--- src/rtl/daq_pkg.sv ---
// Shared types and widths for the f125-domain acquisition readout path.
package daq_pkg;

    localparam int EVT_CNT_W = 16;
    localparam int FIFO_DW   = 64;
    localparam int STREAM_DW = 32;

    typedef enum logic [2:0] {
        ST_IDLE    = 3'd0,
        ST_READ    = 3'd1,
        ST_WAIT    = 3'd2,
        ST_SEND_LO = 3'd3,
        ST_SEND_HI = 3'd4
    } reader_state_t;

endpackage

--- src/rtl/event_fifo_reader.sv ---
// Drains 64-bit words from a standard (non-FWFT) event FIFO and emits each
// word as two 32-bit AXI4-Stream beats, low half first, with tlast per event.
module event_fifo_reader
    import daq_pkg::*;
#(
    parameter int WORDS_PER_EVENT = 8
) (
    input  logic        f125_clk,
    input  logic        aresetn,
    input  logic        enable,
    input  logic [63:0] dout_i,
    input  logic        empty_i,
    output logic        rd_en_o,
    output logic [31:0] m_tdata,
    output logic        m_tvalid,
    input  logic        m_tready,
    output logic        m_tlast,
    output logic        busy_o,
    output logic [15:0] event_count_o
);

    localparam logic [7:0] LAST_WORD = 8'(WORDS_PER_EVENT - 1);

    reader_state_t          state_q, state_d;
    logic [FIFO_DW-1:0]     hold_q, hold_d;
    logic [7:0]             word_cnt_q, word_cnt_d;
    logic [EVT_CNT_W-1:0]   event_cnt_q, event_cnt_d;
    logic                   rd_en_q, rd_en_d;
    logic [STREAM_DW-1:0]   tdata_q, tdata_d;
    logic                   tvalid_q, tvalid_d;
    logic                   tlast_q, tlast_d;
    logic                   busy_q, busy_d;

    always_comb begin
        state_d     = state_q;
        hold_d      = hold_q;
        word_cnt_d  = word_cnt_q;
        event_cnt_d = event_cnt_q;
        rd_en_d     = 1'b0;
        tdata_d     = tdata_q;
        tvalid_d    = tvalid_q;
        tlast_d     = tlast_q;

        case (state_q)
            ST_IDLE: begin
                if (enable && !empty_i) begin
                    rd_en_d    = 1'b1;
                    word_cnt_d = 8'd0;
                    state_d    = ST_READ;
                end
            end
            // The registered strobe is high while in READ; the FIFO returns
            // data the following cycle, which WAIT captures.
            ST_READ: begin
                if (rd_en_q) begin
                    state_d = ST_WAIT;
                end else if (!empty_i) begin
                    rd_en_d = 1'b1;
                end
            end
            ST_WAIT: begin
                hold_d   = dout_i;
                tdata_d  = dout_i[STREAM_DW-1:0];
                tvalid_d = 1'b1;
                tlast_d  = 1'b0;
                state_d  = ST_SEND_LO;
            end
            ST_SEND_LO: begin
                if (m_tready) begin
                    tdata_d = hold_q[FIFO_DW-1:STREAM_DW];
                    tlast_d = (word_cnt_q == LAST_WORD);
                    state_d = ST_SEND_HI;
                end
            end
            ST_SEND_HI: begin
                if (m_tready) begin
                    tvalid_d = 1'b0;
                    tlast_d  = 1'b0;
                    if (tlast_q) begin
                        event_cnt_d = event_cnt_q + 16'd1;
                        state_d     = ST_IDLE;
                    end else begin
                        // Issue the next read straight away to keep 4 cycles/word.
                        word_cnt_d = word_cnt_q + 8'd1;
                        rd_en_d    = !empty_i;
                        state_d    = ST_READ;
                    end
                end
            end
            default: begin
                state_d = ST_IDLE;
            end
        endcase

        busy_d = (state_d != ST_IDLE);
    end

    always_ff @(posedge f125_clk or negedge aresetn) begin
        if (!aresetn) begin
            state_q     <= ST_IDLE;
            hold_q      <= '0;
            word_cnt_q  <= '0;
            event_cnt_q <= '0;
            rd_en_q     <= 1'b0;
            tdata_q     <= '0;
            tvalid_q    <= 1'b0;
            tlast_q     <= 1'b0;
            busy_q      <= 1'b0;
        end else begin
            state_q     <= state_d;
            hold_q      <= hold_d;
            word_cnt_q  <= word_cnt_d;
            event_cnt_q <= event_cnt_d;
            rd_en_q     <= rd_en_d;
            tdata_q     <= tdata_d;
            tvalid_q    <= tvalid_d;
            tlast_q     <= tlast_d;
            busy_q      <= busy_d;
        end
    end

    assign rd_en_o       = rd_en_q;
    assign m_tdata       = tdata_q;
    assign m_tvalid      = tvalid_q;
    assign m_tlast       = tlast_q;
    assign busy_o        = busy_q;
    assign event_count_o = event_cnt_q;

endmodule
--- config.mk ---
export PLATFORM = sky130hd
export DESIGN_NAME = event_fifo_reader
export DESIGN_NICKNAME = d
export VERILOG_FILES = /design/src/rtl/daq_pkg.sv /design/src/rtl/event_fifo_reader.sv
export SDC_FILE = /design/constraint.sdc
export NUM_CORES = 1
export LEC_CHECK = 0
export CORE_MARGIN = 2
export CORE_UTILIZATION = 48
export CTS_BUF_LIST = sky130_fd_sc_hd__clkbuf_16
export DETAILED_ROUTE_END_ITERATION = 8
export PLACE_DENSITY = 0.84
export SLEW_MARGIN = 40
export SYNTH_ARGS = -nofsm -noshare
export SYNTH_HDL_FRONTEND = slang
export SYNTH_SLANG_ARGS = --single-unit
--- constraint.sdc ---
create_clock -name f125_clk -period 2 [get_ports f125_clk]
set_input_delay 0.5 -clock f125_clk [delete_from_list [all_inputs] [get_ports f125_clk]]
set_output_delay 0.5 -clock f125_clk [all_outputs]
set_load 0.02 [all_outputs]
==> results of run 1 <==
[sequential cells by signal, summed over array words and instances, names as in the netlist]
name           cells
m_tlast            1
hold_q            32
m_tdata           32
word_cnt_q         8
event_count_o     16
busy_o             1
m_tvalid           1
state_q            3
rd_en_o            1
[through the flow]
step / setup WS, ns / hold WS, ns
4_1_cts: 0.0136 / 0.164
3_3_place_gp: -0.0105 / 0.458
3_5_place_dp: -0.0379 / 0.470
5_1_grt: 0.0388 / 0.183
2_1_floorplan: 0.370 / 0.204
6_report: 0.0750 / 0.143
[layer usage]
layer | vias up | track usage
met3 | 17 | 0.0429
li1 | 1483 | -
met5 | - | 0
met2 | 77 | 0.352
met1 | 1524 | 0.258
met4 | 0 | 0.0812
[logic make-up (layout without fill, tap and decap cells)]
| group | count (synthesis) | count (layout) | share of synthesized area |
|---|---|---|---|
| and+or+nand+nor | 98 | 98 | 0.134 |
| xor gates and xnor gates | 21 | 21 | 0.0436 |
| buffers and inverters | 24 | 158 | 0.0287 |
| DFF | 95 | 95 | 0.563 |
| adders and majority gates | 2 | 2 | 0.00592 |
| muxes | 66 | 66 | 0.167 |
| AOI/OAI and AO/OA | 46 | 46 | 0.0581 |
[path summary, 6_finish.rpt]
check,end,slack (ns),start,depth (start not counted)
max reg2reg,hold_q[40]$_DFFE_PN0P_,0.32,state_q[2]$_DFF_PN0_,5
max,event_count_o[9],0.08,event_count_o[9]$_DFFE_PN0P_,1
min reg2reg,m_tdata[30]$_DFFE_PN0P_,0.48,m_tdata[30]$_DFFE_PN0P_,2
min,event_count_o[15]$_DFFE_PN0P_,0.14,aresetn,1
min in group f125_clk,m_tdata[30]$_DFFE_PN0P_,0.48,m_tdata[30]$_DFFE_PN0P_,2
max in group asynchronous,hold_q[60]$_DFFE_PN0P_,1.23,aresetn,2
[timing repair]
item	4_1_cts	5_1_grt
setup buffers	0	0
setup endpoints to repair	0	1
gates resized for setup	0	1
[where the power goes]
part	switching, uW	leakage [uW]	internal (uW)
registers	417	0.00119	2630
clock network	728	0.000147	971
logic	1400	0.00143	1490
[layout by cell type (no fill, tap or decap), types with 2 or more instances in the layout]
| master | count |
|---|---|
| buf_4 | 14 |
| and2_1 | 2 |
| buf_12 | 5 |
| dfrtp_1 | 95 |
| mux2_2 | 34 |
| ha_1 | 2 |
| a21oi_1 | 6 |
| nand2_1 | 42 |
| clkinv_4 | 2 |
| nand3b_1 | 2 |
| xnor2_1 | 12 |
| nor4_2 | 6 |
| o21ai_0 | 35 |
| nand3_1 | 7 |
| nand4_1 | 4 |
| xor2_1 | 9 |
| nor3_1 | 5 |
| clkdlybuf4s50_1 | 118 |
| inv_1 | 5 |
| mux2i_1 | 32 |
| and3_1 | 3 |
| clkbuf_16 | 9 |
| nor2_1 | 14 |
[cell type report]
type | count | share of cell area
clock buffers | 9 | 0.0377
clock inverters | 7 | 0.0122
inverters | 4 | 0.00252
multi-input cells | 233 | 0.292
flip-flops and latches | 95 | 0.398
well taps | 108 | 0.0226
repair buffers | 138 | 0.234
==> metrics.cfg, run 1 <==
[status]
status=completed

[timing]
period_share=0.962
rsz0062_at_grt=false
setup_tns_ns=0
hold_viol=0
drv_slew=0
max_freq_mhz=519
period_minus_slack_ns=1.92
finalSetupViolCount=0
worst_pin_slew_ns=0.554
slew_headroom=0.631
skew_ns=0.00855

[job]
drv_cap=0

[yosys]
synth_most_common_cell=dfrtp_1
synth_top_area_cell=dfrtp_1
yosys.cell_types.count=40
synthTopCellsByArea=dfrtp_1 56%, mux2_2 9.1%, mux2i_1 7.6%, o21ai_0 4.1%, nand2_1 3.8%
ys.flop_type=dfrtp_1
async_flop_share=1.00
synth_warnings=0
synth_area_sq_um=4220
synth_top_cells_by_count=95 x dfrtp_1, 43 x nand2_1, 35 x o21ai_0
seq_area_frac_synth=0.563
synth.avg_cell_area_sq_um=12.0
synth-seq-cells=95
syn_nets=423
synth-edff-count=0
yosysTopAreaCellShare=0.563
syn_inst=352

[floorplanning]
row_count=34
core_area_sq_um=8640
chipWidth_um=97.8
initial_core_util=0.489
ioPinCount=121
dieArea_sq_um=9560
chipHeight_um=97.8

[setup_path]
path_class=reg2out
startpoint_type=register
slowest_stage=clkdlybuf4s50_1
crit_path_max_incr_delay_ns=0.66
critPathMaxFanout=5
critPathArrivalTime_ns=1.42
required_ns=1.50
cpLargestDelayFamily=buffers and inverters
critPathBufInv=1
end_kind=output port
crit_chain=clkdlybuf4s50_1

[global_routing]
grt-ovfl-total=0
grt_pass1_vias=3284
antenna_found_initial=0
grt_pass1_wl_um=15800
grt_max_degree=65
grt_use_total=0.206

[routing]
route.vias.total=3101
vias_per_cell=5.22
wl_per_cell_um=15.9
routed-wl-met2_um=4850
first_iter_violations=129
highest_layer=met4
antenna_left=0
dr.pass1.iters=4
drc=0
wl_met3_um=395
routed_wl_um=9470
m1WireLength_um=4020

[power]
p_leak_uw=0.00277
pwr_density_cell_nw_per_um2=1280
peakVddDrop_v=0.000700
power_uw=7640

[cts]
cts_tree=built
clockRootBuffer=clkbuf_16
cts.sink_count=95
ctsHoldBuffers=0
clockBufferDepth=2
cts-buffers-inserted=9
path_clk_slew_ns=0.07
clk_latency_ns=0.34
htree_levels=3

[cells_and_area]
fillCellCount=639
finalNetCount=552
area_growth_pct=41.3
drive_gt1_frac=0.171
diodes=0
final_cells=594
multi_input_area_sq_um=1740
final_util=0.691
regArea_sq_um=2380
final_area_sq_um=5970

[placed_design]
gp_congestion=0.765
dpl_cell_area_sq_um=5670
portBuffers=120
dpl.hpwl_um=6760
dpl.cell_count=578

[worst_hold_path]
hp-class=in2async

Power figures use the tool's default switching activity.
==> run 2: changes to the inputs <==
==> constraint.sdc (replaced) <==
create_clock -name f125_clk -period 1.8 [get_ports f125_clk]
set_input_delay 0.45 -clock f125_clk [delete_from_list [all_inputs] [get_ports f125_clk]]
set_output_delay 0.45 -clock f125_clk [all_outputs]
set_load 0.02 [all_outputs]
==> run 2 against run 1 <==
Net effect: register-to-register slack worse by 0.13 ns; clock skew grew 0.00084 ns; global-route usage up 0.28 points; combinational power increased by 12%; utilization shrank 0.17 points; via count increased by 0.45%; non-clock buffer count up 1.
==> metrics.cfg, run 2 (synthesis results as in run 1) <==
[cts]
cts-buffers-inserted=9
htree_levels=3
clk_latency_ns=0.34
clockBufferDepth=2
post_cts_buffers=0
cts_tree=built
path_clk_slew_ns=0.07
cts.sink_count=95
clockRootBuffer=clkbuf_16

[floorplanning]
chipHeight_um=97.8
row_count=34
core_area_sq_um=8640
dieArea_sq_um=9560
chipWidth_um=97.8
initial_core_util=0.489
ioPinCount=121

[global_routing]
grt-ovfl-total=0
grt_max_degree=41
grt_pass1_wl_um=15900
grt_pass1_vias=3279
antenna_found_initial=0
grt_use_total=0.209

[timing]
worst_pin_slew_ns=0.435
max_freq_mhz=565
period_share=0.983
hold_viol=0
slew_headroom=0.709
rsz0062_at_grt=false
setup_tns_ns=0
skew_ns=0.00939
period_minus_slack_ns=1.77
drv_slew=0
finalSetupViolCount=0

[setup_path]
critPathBufInv=1
slowest_stage=clkdlybuf4s50_1
critPathMaxFanout=2
path_class=reg2out
required_ns=1.35
cpLargestDelayFamily=buffers and inverters
crit_chain=clkdlybuf4s50_1
crit_path_max_incr_delay_ns=0.62
end_kind=output port
critPathArrivalTime_ns=1.32
startpoint_type=register

[placed_design]
dpl.cell_count=579
dpl.hpwl_um=6830
portBuffers=120
gp_congestion=0.801

[power]
peakVddDrop_v=0.000734
swShare=0.341
p_int_uw=5520
p_sw_uw=2860
pwr_density_cell_nw_per_um2=1410
power_uw=8380
seq_power_share=0.402
pwr-share-clk=0.213
power_frac_comb=0.385
p_leak_uw=0.00291

[routing]
antenna_left=0
routed_wl_um=9560
highest_layer=met4
m1WireLength_um=4190
vias_per_cell=5.24
first_iter_violations=156
wl_met3_um=397
wl_per_cell_um=16.1
drc=0
dr.pass1.iters=4
routed-wl-met2_um=4860
route.vias.total=3115

[job]
drv_cap=0

[cells_and_area]
finalNetCount=553
area_growth_pct=40.9
drive_gt1_frac=0.175
layout_common_cells=96 x clkdlybuf4s50_1, 95 x dfrtp_1, 42 x nand2_1
final_common_cell=clkdlybuf4s50_1
diodes=0
final_cells=595

[worst_hold_path]
hp-class=in2async

[status]
status=completed

run 2: timing repair:
action,4_1_cts,5_1_grt
hold buffers,0,0
cloned,0,0
gates resized for setup,16,7
setup endpoints to repair,16,7
endpoints found under the hold margin,0,0
pin swaps,0,0
run 2: worst register-to-register path, cell delays in order, from the launching register on:
cell,delay [ns]
dfrtp_1,0.48
inv_1,0.15
nand2_1,0.12
nor2_4,0.15
buf_12,0.21
mux2_2,0.38
run 2: power groups by stage:
stage / combinational (uW) / sequential [uW] / clock (uW)
floorplan: 1440 / 3770 / 0
global placement: 3170 / 3350 / 0
detailed placement: 3280 / 3410 / 0
CTS: 3280 / 3370 / 1840
global route: 3490 / 3480 / 1930
finish: 3230 / 3370 / 1790
run 2: path summary, 6_finish.rpt:
kind | startpoint | to | slack (ns) | cells past startpoint
max | m_tdata[5]$_DFFE_PN0P_ | m_tdata[5] | 0.03 | 1
max reg2reg | state_q[2]$_DFF_PN0_ | hold_q[52]$_DFFE_PN0P_ | 0.19 | 5
min reg2reg | event_count_o[15]$_DFFE_PN0P_ | event_count_o[15]$_DFFE_PN0P_ | 0.47 | 1
min | aresetn | event_count_o[13]$_DFFE_PN0P_ | 0.04 | 1
max in group asynchronous | aresetn | state_q[1]$_DFF_PN0_ | 1.21 | 2
min in group f125_clk | event_count_o[15]$_DFFE_PN0P_ | event_count_o[15]$_DFFE_PN0P_ | 0.47 | 1
run 2: layout make-up:
class,count,area [sq um]
clock inverter,7,55.1
inverter,4,15.0
tap,108,135
fill,650,2680
multi-input combinational,233,1740
sequential,95,2380
timing repair buffer,139,1400
clock buffer,9,225
run 2: per-stage QoR:
step	cell area (sq um)	utilization	setup slack, ns	hold WS [ns]
after global placement	5670	0.657	-0.203	0.404
after global routing	5950	0.689	0.00276	0.0609
final	5950	0.689	0.0309	0.0381
after detailed placement	5670	0.657	-0.266	0.412
after CTS	5930	0.687	0.00933	0.0517
after floorplan	4220	-	0.220	0.154
run 2: per-layer routing:
layer | GRT usage | up-vias
met4 | 0.0673 | 0
met2 | 0.360 | 78
met1 | 0.269 | 1531
met5 | 0 | -
li1 | - | 1500
met3 | 0.0394 | 6
==> run 3: changes to the inputs <==
--- a/config.mk
+++ b/config.mk
@@ -5,7 +5,6 @@
 export SDC_FILE = /design/constraint.sdc
 export NUM_CORES = 1
 export LEC_CHECK = 0
-export CORE_MARGIN = 2
 export CORE_UTILIZATION = 48
 export CTS_BUF_LIST = sky130_fd_sc_hd__clkbuf_16
 export DETAILED_ROUTE_END_ITERATION = 8
==> run 3 against run 2 <==
Net effect: count of clock-buffer cells in the layout unchanged; via count decreased by 2.2%; critical path type unchanged; register-to-register slack about the same; global-route usage increased by 0.29 points; hold slack improved by 0.077 ns; clock power increased by 8%.
==> metrics.cfg, run 3 (synthesis results as in run 1) <==
[timing]
drv_slew=0
worst_pin_slew_ns=0.533
finalSetupViolCount=0
hold_viol=0
setup_tns_ns=0
rsz0062_at_grt=false
slew_headroom=0.644
skew_ns=0.00725
max_freq_mhz=565
period_share=0.983
period_minus_slack_ns=1.77

[job]
drv_cap=0

[setup_path]
slowest_stage=clkdlybuf4s50_1
required_ns=1.35
path_class=reg2out
cpLargestDelayFamily=buffers and inverters
crit_path_max_incr_delay_ns=0.64
startpoint_type=register
crit_chain=clkdlybuf4s50_1
end_kind=output port
critPathBufInv=1
critPathMaxFanout=2
critPathArrivalTime_ns=1.32

[floorplanning]
initial_core_util=0.504
dieArea_sq_um=9180
row_count=33
chipWidth_um=95.8
core_area_sq_um=8380
ioPinCount=121
chipHeight_um=95.8

[cells_and_area]
layout_common_cells=95 x dfrtp_1, 94 x clkdlybuf4s50_1, 42 x nand2_1
area_growth_pct=41.4
final_area_sq_um=5970
finalNetCount=550
diodes=0
drive_gt1_frac=0.169
final_common_cell=dfrtp_1
final_cells=589

[placed_design]
dpl_cell_area_sq_um=5650
portBuffers=120
dpl.cell_count=573
gp_congestion=0.782
dpl.hpwl_um=6460

[cts]
clockRootBuffer=clkbuf_16
htree_levels=3
path_clk_slew_ns=0.07
cts.sink_count=95
clockBufferDepth=2
ctsHoldBuffers=0
cts.repair.resized=12
cts-buffers-inserted=9
cts_tree=built
post_cts_buffers=0
clk_latency_ns=0.34

[power]
peakVddDrop_v=0.000657
seq_power_share=0.393
pwr-share-clk=0.227
power_frac_comb=0.380
pwr_density_cell_nw_per_um2=1430
p_int_uw=5680
p_leak_uw=0.00297
swShare=0.335
p_sw_uw=2860

[routing]
dr.pass1.iters=4
drc=0
routed_wl_um=9440
antenna_left=0
first_iter_violations=133
vias_per_cell=5.17
wl_per_cell_um=16.0
route.vias.total=3045

[global_routing]
grt-ovfl-total=0
grt_pass1_vias=3064
grt_max_degree=96
grt_pass1_wl_um=14700
antenna_found_initial=0
grt_use_total=0.212

[status]
status=completed

[worst_hold_path]
hp-class=in2async

==> run 3: cell count changes in the layout (fill, tap and decap cells not counted) <==
cell             before  now
clkinv_4              0    1
buf_4                15   12
dlygate4sd2_1        16   12
dlymetal6s2s_1        7   13
bufinv_16             0    1
inv_6                 3    2
clkinv_2              2    1
clkdlybuf4s50_1      96   94
==> run 3: final cells by class <==
class,count,area [sq um]
timing repair buffer,136,1400
fill,602,2410
multi-input combinational,233,1740
clock buffer,9,225
tap,105,131
inverter,4,15.0
sequential,95,2380
clock inverter,7,80.1
==> run 3: path summary, 6_finish.rpt <==
kind | startpoint | endpoint | slack, ns | depth (start not counted)
max | m_tdata[29]$_DFFE_PN0P_ | m_tdata[29] | 0.03 | 1
max reg2reg | state_q[1]$_DFF_PN0_ | m_tdata[2]$_DFFE_PN0P_ | 0.18 | 5
min reg2reg | m_tdata[24]$_DFFE_PN0P_ | m_tdata[24]$_DFFE_PN0P_ | 0.48 | 2
max in group asynchronous | aresetn | hold_q[51]$_DFFE_PN0P_ | 1.24 | 2
min | aresetn | hold_q[39]$_DFFE_PN0P_ | 0.12 | 2
min in group f125_clk | m_tdata[24]$_DFFE_PN0P_ | m_tdata[24]$_DFFE_PN0P_ | 0.48 | 2
==> run 3: power by group through the flow <==
stage / clock (uW) / sequential, uW / combinational [uW]
global placement: 0 / 3350 / 3180
finish: 1940 / 3360 / 3250
floorplan: 0 / 3770 / 1440
detailed placement: 0 / 3400 / 3280
CTS: 1970 / 3370 / 3300
global route: 2060 / 3470 / 3510
==> run 3: through the flow <==
stage | hold slack, ns | total power (uW) | setup WS (ns) | util
final | 0.115 | 8540 | 0.0305 | 0.712
after floorplan | 0.154 | 5200 | 0.220 | -
after global routing | 0.179 | 9030 | 0.000625 | 0.712
after CTS | 0.175 | 8640 | 0.000995 | 0.708
after global placement | 0.461 | 6530 | -0.150 | 0.674
after detailed placement | 0.461 | 6690 | -0.171 | 0.674
==> run 3: per-layer routing <==
metal | part of all wire | GRT usage | routed length [um]
met5 | 0 | 0 | 0
met4 | 0.0033 | 0.0547 | 31
met3 | 0.057 | 0.0569 | 540
met2 | 0.50 | 0.362 | 4750
met1 | 0.44 | 0.266 | 4120
